File: config.mk
export PLATFORM = sky130hd
export DESIGN_NAME = dq_pi_current_controller
export DESIGN_NICKNAME = d
export VERILOG_FILES = /design/src/rtl/dq_pi_current_controller.sv
export SDC_FILE = /design/constraint.sdc
export NUM_CORES = 1
export LEC_CHECK = 0
export CORE_UTILIZATION = 61
export CTS_BUF_LIST = sky130_fd_sc_hd__clkbuf_8
export DETAILED_ROUTE_END_ITERATION = 16
export DONT_BUFFER_PORTS = 1
export GPL_TIMING_DRIVEN = 0
export PLACE_DENSITY = 0.87
export SLEW_MARGIN = 40
export SYNTH_ARGS = -nofsm -noshare
export SYNTH_HDL_FRONTEND = slang
export SYNTH_SLANG_ARGS = --single-unit
File: constraint.sdc
create_clock -name clk -period 7.85 [get_ports clk]
set_input_delay 1.9625 -clock clk [delete_from_list [all_inputs] [get_ports clk]]
set_output_delay 1.9625 -clock clk [all_outputs]
set_load 0.05 [all_outputs]
File: src/rtl/dq_pi_current_controller.sv
// Time-multiplexed PI current regulator for the d/q (and further) axes.
// One shared signed multiplier; conditional-integration anti-windup; output held until accepted.
//
// state | meaning
// IDLE  | waiting for measurement_valid
// ERR   | compute error of channel ch from the snapshots
// MUL_P | shared multiplier: kp * e
// MUL_I | shared multiplier: ki * e
// ACC   | integrate, shift, clamp, store result of channel ch
// OUT   | result presented, waiting for output_ready
module dq_pi_current_controller #(
   parameter int CHANNELS   = 2,
   parameter int DATA_WIDTH = 16,
   parameter int GAIN_WIDTH = 16,
   parameter int GAIN_SHIFT = 10,
   parameter int OUT_LIMIT  = 2047
) (
   input  logic                           clk,
   input  logic                           reset_n,
   input  logic                           fault,
   input  logic [CHANNELS*DATA_WIDTH-1:0] reference_data,
   input  logic                           reference_valid,
   input  logic [CHANNELS*DATA_WIDTH-1:0] measurement_data,
   input  logic                           measurement_valid,
   input  logic [GAIN_WIDTH-1:0]          param_kp,
   input  logic [GAIN_WIDTH-1:0]          param_ki,
   output logic [CHANNELS*DATA_WIDTH-1:0] output_data,
   output logic                           output_valid,
   input  logic                           output_ready,
   output logic [CHANNELS-1:0]            saturated,
   output logic                           busy,
   output logic                           overrun
);

   localparam int CW = (CHANNELS > 1) ? $clog2(CHANNELS) : 1;
   localparam int EW = DATA_WIDTH + 1;
   localparam int PW = GAIN_WIDTH + 1 + EW;
   localparam int IW = DATA_WIDTH + GAIN_SHIFT;
   localparam int SW = ((PW > IW) ? PW : IW) + 2;
   localparam logic signed [SW-1:0] I_LIM = SW'(OUT_LIMIT) <<< GAIN_SHIFT;
   localparam logic signed [SW-1:0] O_LIM = SW'(OUT_LIMIT);
   localparam logic [DATA_WIDTH-1:0] POS_D = DATA_WIDTH'(OUT_LIMIT);
   localparam logic [DATA_WIDTH-1:0] NEG_D = -POS_D;

   typedef enum logic [2:0] {IDLE, ERR, MUL_P, MUL_I, ACC, OUT} state_t;

   state_t state, nstate;
   logic [CW-1:0]                    ch;
   logic [CHANNELS*DATA_WIDTH-1:0]   ref_reg, ref_snap, meas_snap, res_buf, res_next;
   logic [CHANNELS-1:0]              sat_buf, sat_next;
   logic signed [EW-1:0]             e_reg, e_next;
   logic signed [PW-1:0]             p_reg, ki_e_reg, prod;
   logic signed [IW-1:0]             integ [CHANNELS];
   logic signed [DATA_WIDTH-1:0]     ref_k, meas_k;
   logic [GAIN_WIDTH-1:0]            gain_op;
   logic signed [SW-1:0]             ic_raw, ic, sum, u_raw;
   logic [DATA_WIDTH-1:0]            u_d;
   logic                             sat, hold, last;

   assign busy = (state != IDLE);

   always_comb begin
      nstate = state;
      case (state)
         IDLE:    if (measurement_valid) nstate = ERR;
         ERR:     nstate = MUL_P;
         MUL_P:   nstate = MUL_I;
         MUL_I:   nstate = ACC;
         ACC:     nstate = last ? OUT : ERR;
         OUT:     if (output_ready) nstate = IDLE;
         default: nstate = IDLE;
      endcase
      if (fault) nstate = IDLE;
   end

   always_comb begin
      ref_k   = ref_snap[ch*DATA_WIDTH +: DATA_WIDTH];
      meas_k  = meas_snap[ch*DATA_WIDTH +: DATA_WIDTH];
      e_next  = {ref_k[DATA_WIDTH-1], ref_k} - {meas_k[DATA_WIDTH-1], meas_k};
      gain_op = (state == MUL_I) ? param_ki : param_kp;
      prod    = $signed({1'b0, gain_op}) * e_reg;
      // The clamped candidate also feeds the output, so a pinned integrator reads back as the limit.
      ic_raw  = SW'(integ[ch]) + SW'(ki_e_reg);
      if (ic_raw > I_LIM)       ic = I_LIM;
      else if (ic_raw < -I_LIM) ic = -I_LIM;
      else                      ic = ic_raw;
      sum     = SW'(p_reg) + ic;
      u_raw   = sum >>> GAIN_SHIFT;
      sat     = (u_raw > O_LIM) || (u_raw < -O_LIM);
      u_d     = sat ? (u_raw[SW-1] ? NEG_D : POS_D) : u_raw[DATA_WIDTH-1:0];
      hold    = sat && (e_reg != '0) && (e_reg[EW-1] == u_raw[SW-1]);
      last    = (ch == CW'(CHANNELS-1));
      res_next = res_buf;
      res_next[ch*DATA_WIDTH +: DATA_WIDTH] = u_d;
      sat_next = sat_buf;
      sat_next[ch] = sat;
   end

   always_ff @(posedge clk or negedge reset_n) begin
      if (!reset_n) state <= IDLE;
      else          state <= nstate;
   end

   always_ff @(posedge clk or negedge reset_n) begin
      if (!reset_n) begin
         ch           <= '0;
         ref_reg      <= '0;
         ref_snap     <= '0;
         meas_snap    <= '0;
         res_buf      <= '0;
         sat_buf      <= '0;
         e_reg        <= '0;
         p_reg        <= '0;
         ki_e_reg     <= '0;
         output_data  <= '0;
         output_valid <= 1'b0;
         saturated    <= '0;
         overrun      <= 1'b0;
         for (int k = 0; k < CHANNELS; k++) integ[k] <= '0;
      end else begin
         if (reference_valid) ref_reg <= reference_data;
         overrun      <= measurement_valid & ~fault & (state != IDLE);
         output_valid <= (nstate == OUT);
         if (fault) begin
            ch          <= '0;
            output_data <= '0;
            saturated   <= '0;
            for (int k = 0; k < CHANNELS; k++) integ[k] <= '0;
         end else begin
            case (state)
               IDLE: if (measurement_valid) begin
                  ref_snap  <= ref_reg;
                  meas_snap <= measurement_data;
                  ch        <= '0;
               end
               ERR:   e_reg    <= e_next;
               MUL_P: p_reg    <= prod;
               MUL_I: ki_e_reg <= prod;
               ACC: begin
                  if (!hold) integ[ch] <= ic[IW-1:0];
                  res_buf <= res_next;
                  sat_buf <= sat_next;
                  if (last) begin
                     output_data <= res_next;
                     saturated   <= sat_next;
                     ch          <= '0;
                  end else begin
                     ch <= ch + CW'(1);
                  end
               end
               default: ;
            endcase
         end
      end
   end

endmodule

# After elaboration in Yosys (flattened, before gate mapping)
# Index checks and enable logic that the tools add are counted.
# Widths: inputs -> output; s select.
[op_classes] n_bitwise=4 shift=4 mux=33 addsub=5 reduce_logical=19 n_eq_ne=9 multipliers=1 order_cmp=8 div=0
[op_table] op="$mux 52" count=3
[op_table] op="$mux 26" count=4
[op_table] op="$mux 32" count=3
[op_table] op="$mux 36" count=2
[op_table] op="$shiftx 32x6->16" count=2
[op_table] op="$bwmux 52" count=1
[op_table] op="$mux 16" count=3
[op_table] op="$add 34x36->36" count=1
[op_table] op="$add 26x34->35" count=1
[op_table] op="$gt 35x22->1 const B" count=1
[op_table] op="$lt 35x22->1 const B" count=1
[op_table] op="$mul 17x17->34" count=1
[op_table] op="$neg 5->34" count=1
[op_table] op="$shift 16x34->32 const A" count=1
[op_table] op="$shiftx 16x34->32" count=1
[op_table] op="$bwmux 32" count=1
[op_table] op="$demux 26 s1" count=1
[op_table] op="$gt 26x12->1 const B" count=1
[op_table] op="$lt 26x12->1 const B" count=1
[op_table] op="$pmux 3 s6" count=1
[op_table] op="$reduce_bool 17->1" count=1
[op_table] op="$sub 16x16->17" count=1
[op_table] op="$reduce_and 2->1" count=7
[op_table] op="$mux 3" count=4
[op_table] op="other kinds (25)" count=39
[word_totals] romBits=0 latch_bits=0 ramBits=0 reg_bits=307 input_bits=102 memories=0 output_inout_bits=37 wordCells=99

# Longest topological paths before layout
# Gate-level depths: netlist (run 1).
[depth] depth_word=17 ltp_mapped=42 mapped_depth_nobuf=34

# Worst setup path after synthesis (run 1)
# Ideal clock, no wire load.
[synth_timing] kind="input port to flip-flop" start="input param_kp[1]" end="register ki_e_reg[33]" path_buffers=1 setup_ps=83 path_slack_ps=-732 t_required_ps=7767 cell_stages=28 arrival_ps=8499 cell_sequence="mux2_2 -> clkbuf_1 -> nand2_1 -> fa_1 -> inv_1 -> fa_1 -> ha_1 -> fa_1 -> inv_1 -> fa_1 -> fa_1 -> inv_1 -> ha_1 -> inv_1 -> o21ai_0 -> a21oi_1 -> o21ai_0 -> a21oi_1 -> o21ai_0 -> a21oi_1 -> o311a_1 -> a2111o_1 -> a31oi_1 -> a21oi_1 -> o41ai_1 -> nor4_1 -> a311o_1 -> o21ai_0"
[synth_between] elab_chain_len=2
[synth_rtl] item="from (decl)" line_no="25" source="input logic [GAIN_WIDTH-1:0] param_kp,"
[synth_rtl] item="$mux 16" line_no="80" source="gain_op = (state == MUL_I) ? param_ki : param_kp;"
[synth_rtl] item="$mul 17x17->34" line_no="81" source="prod = $signed({1'b0, gain_op}) * e_reg;"
[synth_rtl] item="to (signal assigned)" line_no="138" source="MUL_I: ki_e_reg <= prod;"
[synth_rtl] item="to (decl)" line_no="52" source="logic signed [PW-1:0] p_reg, ki_e_reg, prod;"
# Every way passes these cells.
# A chain may end at the register's enable or synchronous reset.

# Worst setup path in the final report (run 1)
[layout_timing] start="register ch" end="register integ[7] (netlist name)"
[layout_between] elab_chain_len=15 word_cells_on_any_way=27 cone_classes="add/sub (2); order compare (6); eq/ne (2); mux (11); bitwise (1); reduce/logical (5)"
[layout_rtl] item="from (decl)" line_no="48" source="logic [CW-1:0] ch;"
[layout_rtl] item="from (signal assigned)" line_no="148" source="ch <= ch + CW'(1);"
[layout_rtl] item="$not 1->2 (implied by the code) *" line_no="83, 140"
[layout_rtl] item="$mux 26 (implied by the code) (3 in a row)" line_no="83" source="ic_raw = SW'(integ[ch]) + SW'(ki_e_reg);"
[layout_rtl] item="$add 26x34->35" line_no="83"
[layout_rtl] item="$lt 35x22->1" line_no="85" source="else if (ic_raw < -I_LIM) ic = -I_LIM;"
[layout_rtl] item="$mux 36" line_no="85"
[layout_rtl] item="$mux 36" line_no="84" source="if (ic_raw > I_LIM) ic = I_LIM;"
[layout_rtl] item="$add 34x36->36" line_no="87" source="sum = SW'(p_reg) + ic;"
[layout_rtl] item="$gt 26x12->1 / $lt 26x12->1 (equally long branches)" line_no="89" source="sat = (u_raw > O_LIM) || (u_raw < -O_LIM);"
[layout_rtl] item="$logic_or 1x1->1" line_no="89"
[layout_rtl] item="$logic_and 1x1->1 (2 in a row)" line_no="91" source="hold = sat && (e_reg != '0) && (e_reg[EW-1] == u_raw[SW-1]);"
[layout_rtl] item="$ne 2x2->1 (no source line)"
[layout_rtl] item="$reduce_and 2->1 (no source line)"
[layout_rtl] item="to (signal, indexed assignment)" line_no="140" source="if (!hold) integ[ch] <= ic[IW-1:0];"
[layout_rtl] item="to (decl)" line_no="53" source="logic signed [IW-1:0] integ [CHANNELS];"
# Mark *: on every way between the ends. The rest lies on a longest branch, timed or not. The select of a mux whose other input is x is not followed.

==> results of run 1 <==
metrics by stage:
step	cell area, um2	hold slack [ns]	util [%]	cells	setup WS (ns)
2_1_floorplan	26500	0.449	-	2740	-0.0761
3_3_place_gp	27200	0.467	64.5	3279	-2.32
3_5_place_dp	27200	0.473	64.6	3281	-2.33
4_1_cts	29400	0.491	69.9	3422	-0.606
5_1_grt	30200	0.506	71.8	3454	-1.08
6_report	30200	0.491	71.8	3454	-0.880
Yosys cell counts (18+ instances only):
| cell | instances | share of area (%) |
|---|---|---|
| sky130_fd_sc_hd__nand2b_1 | 26 | 0.62 |
| sky130_fd_sc_hd__a22o_1 | 19 | 0.64 |
| sky130_fd_sc_hd__a21o_1 | 47 | 1.3 |
| sky130_fd_sc_hd__o21ai_0 | 145 | 2.8 |
| sky130_fd_sc_hd__nand4_1 | 29 | 0.69 |
| sky130_fd_sc_hd__xor2_1 | 24 | 0.80 |
| sky130_fd_sc_hd__mux2i_1 | 24 | 0.92 |
| sky130_fd_sc_hd__mux2_2 | 152 | 6.5 |
| sky130_fd_sc_hd__nor2b_1 | 28 | 0.67 |
| sky130_fd_sc_hd__nor3_1 | 30 | 0.57 |
| sky130_fd_sc_hd__nand2_1 | 315 | 4.5 |
| sky130_fd_sc_hd__nor2_1 | 76 | 1.1 |
| sky130_fd_sc_hd__ha_1 | 211 | 10 |
| sky130_fd_sc_hd__nand3_1 | 37 | 0.71 |
| sky130_fd_sc_hd__xnor2_1 | 46 | 1.5 |
| sky130_fd_sc_hd__fa_1 | 211 | 16 |
| sky130_fd_sc_hd__a21oi_1 | 95 | 1.8 |
| sky130_fd_sc_hd__a211oi_1 | 24 | 0.69 |
| sky130_fd_sc_hd__dfrtp_1 | 290 | 28 |
| sky130_fd_sc_hd__and2_1 | 116 | 2.8 |
| sky130_fd_sc_hd__inv_1 | 323 | 4.6 |
| sky130_fd_sc_hd__o21a_1 | 18 | 0.52 |
| sky130_fd_sc_hd__a32o_1 | 25 | 0.96 |
| sky130_fd_sc_hd__clkbuf_1 | 119 | 1.7 |
worst min path at each step:
stage               slack, ns  cells past startpoint            to
floorplan                0.45                      2    sat_buf[0]
global placement         0.47                      1      integ[0]
detailed placement       0.47                      1      integ[0]
CTS                      0.49                      1     integ[13]
global route             0.51                      1      integ[9]
finish                   0.49                      2  ki_e_reg[16]
timing repair:
action                                  in CTS  in global routing
gates resized for setup                    165                127
hold endpoints to repair                     0                  0
buffers inserted                            62                 35
endpoints found under the setup margin     118                108
gates cloned                                 5                  2
pin swaps                                   90                 94
cells by family after synthesis:
kind of cell    count (synthesis)
fa+ha+maj                     422
mux                           178
flops                         290
simple gates                  753
buf+inv                       467
compound gates                560
xor+xnor                       70
per-layer routing:
| metal | wire (um) | track usage [%] | share of wire (%) |
|---|---|---|---|
| met1 | 30700 | 45.2 | 37 |
| met2 | 40400 | 64.3 | 49 |
| met4 | 5430 | 20.8 | 6.5 |
| met5 | 0 | 0 | 0 |
| met3 | 6650 | 6.63 | 8.0 |
layout make-up:
cell class,instances,area [um2]
diodes,1,2.50
plain buffers,129,876
clock buffers,55,757
clock inverters,27,144
fillers,2881,11900
inverters,324,1220
multi-input cells,1983,18400
flip-flops and latches,290,7260
well taps,539,674
repair buffers,106,922
critical path, delay by kind of cell, from the launching register on:
family	cells	cell delay, ns
AND/OR/NAND/NOR	9	2.11
AO/OA/AOI/OAI	16	3.72
flip-flops	1	0.41
buffers and inverters	8	1.23
multiplexers	1	0.31
adder cells (fa/ha/maj)	3	0.77
==> out/qor.yml, run 1 <==
run_status:
  run_status: "finished, violations left"
  failed_checks: "setup timing"
run:
  drv.max_cap_violation_count: 0
timing:
  clock.fmax_mhz: 115
  fin_ws_ns: -0.880
  setup_viol: 79
  grt_setup_unrepaired: "true"
  timing.max_slew.rel_slack_pct: 38.5
  period_minus_slack_ns: 8.73
  timing.clock.skew_ns: 0.0272
  tightest_slew_ns: 0.900
  timing.setup.tns_ns: -55.24
  slew_violations: 0
  timing.final.hold_violations: 0
  post-route-period-util_pct: 111
worst_setup_path:
  timing.reg2reg.worst_path_depth: 37
  timing_worst_setup_path_type: "reg -> reg"
  regToRegStartpoint: "ch"
  worst_setup_path_endpoint: "integ[7]"
  crit-reg2reg-capture: "integ[7]"
  critical_path_required_ns: 8.33
  r2r_setup_slack_ns: -0.88
  largest_incremental_delay_on_the_critical_path_ns: 0.66
  worstSetupStartpoint: "ch"
  crit_fanout: 10
  worst_ep_arrival_time_ns: 9.21
  critPathSlowestCell: "sky130_fd_sc_hd__a222oi_1"
  crit_path_start_kind: "flip-flop"
  cp-end-kind: "flip-flop"
clock_tree:
  clock_sink_count: 290
  root_buffer: "sky130_fd_sc_hd__clkbuf_8"
  number_of_cts_inserted_buffers: 46
  clock_insertion_delay_worst_skew_ns: 0.60
  cts.path.max_buffers: 3
  clk_pin_slew_ns: 0.06
  clock_tree.htree_level_count: 2
  holdBufCountCts: 0
  tritoncts: "built"
yosys:
  async_reset_ff_share_pct: 100
  synthDistinctLibCells: 91
  syn-mean-instance-area_um2: 9.55
  portion_of_the_post_synthesis_area_used_by_sequential_elements_pct: 27.7
  synth_compound_gate_area_share_pct: 15.0
  post_synth_and_or_nand_nor_area_fraction_pct: 14.3
  synth_seq_cells: 290
  synth_area_mm2: 0.0262
  synth_top_family_by_area: "adder cells"
  synth_fp_nets: 3264
  adder_cell_area_share_of_the_yosys_netlist_pct: 26.2
  synth_edf_count: 0
  post_synth_mux_area_share_pct: 7.55
  post_synth_xor_area_fraction_pct: 2.34
  prevailing_post_synth_register_cell: "sky130_fd_sc_hd__dfrtp_1"
  ys.warnings.count: 0
  netlist_instances: 2740
final_layout:
  layout.cells.most_common: "sky130_fd_sc_hd__inv_1"
  finish.net_count: 3404
  final_layout_size_suffix_gt1_share_pct: 20.1
  area_growth_pct: 15.6
  largest_register_ffs: 52
  layout.cells.most_common_list: "sky130_fd_sc_hd__inv_1, sky130_fd_sc_hd__nand2_1, sky130_fd_sc_hd__dfrtp_1"
routing:
  routed_wire_length_per_instance_um: 24.1
  drc: 0
  route.detailed.vias_per_inst: 6.46
  route.antenna.remaining_nets: 0
  drt-total-wl_mm: 83.2
  dr_total_vias: 22300
  first_pass_iters: 6
  first_iter_violations: 2266
floorplan:
  design.core.area_mm2: 0.0421
  chipHeight_um: 209
  floorplan.die_area_mm2: 0.0437
  num_rows: 75
  initial_utilization_pct: 62.1
  io-pin-count: 139
  die_w_um: 209
worst_hold_path:
  hold_class: "reg -> reg"
  hold_start: "ki_e_reg[16]"
place:
  place.gp.congestion: 1.01
  port_buffer_count: 0
  dp_hpwl_mm: 60.5
grt:
  grt_max_degree: 291
  grt.overflow.total: 0
  antenna_found_initial: 1
  grt_pass1_vias: 23000
  grt_first_pass_wirelength_mm: 127
  gr-usage-all-layers_pct: 37.7
Power of run 1 is not shown: default switching activity piles up to over one toggle a cycle in this logic, so the estimate is an artifact.
==> inputs of run 2 (changes only) <==
--- a/config.mk
+++ b/config.mk
@@ -5,6 +5,7 @@
 export SDC_FILE = /design/constraint.sdc
 export NUM_CORES = 1
 export LEC_CHECK = 0
+export ABC_CLOCK_PERIOD_IN_PS = 7850
 export CORE_UTILIZATION = 61
 export CTS_BUF_LIST = sky130_fd_sc_hd__clkbuf_8
 export DETAILED_ROUTE_END_ITERATION = 16
==> results of run 2 <==
Final layout, timing and power as in run 1 (identical DEF).
Power of run 2 is left out for the same reason.
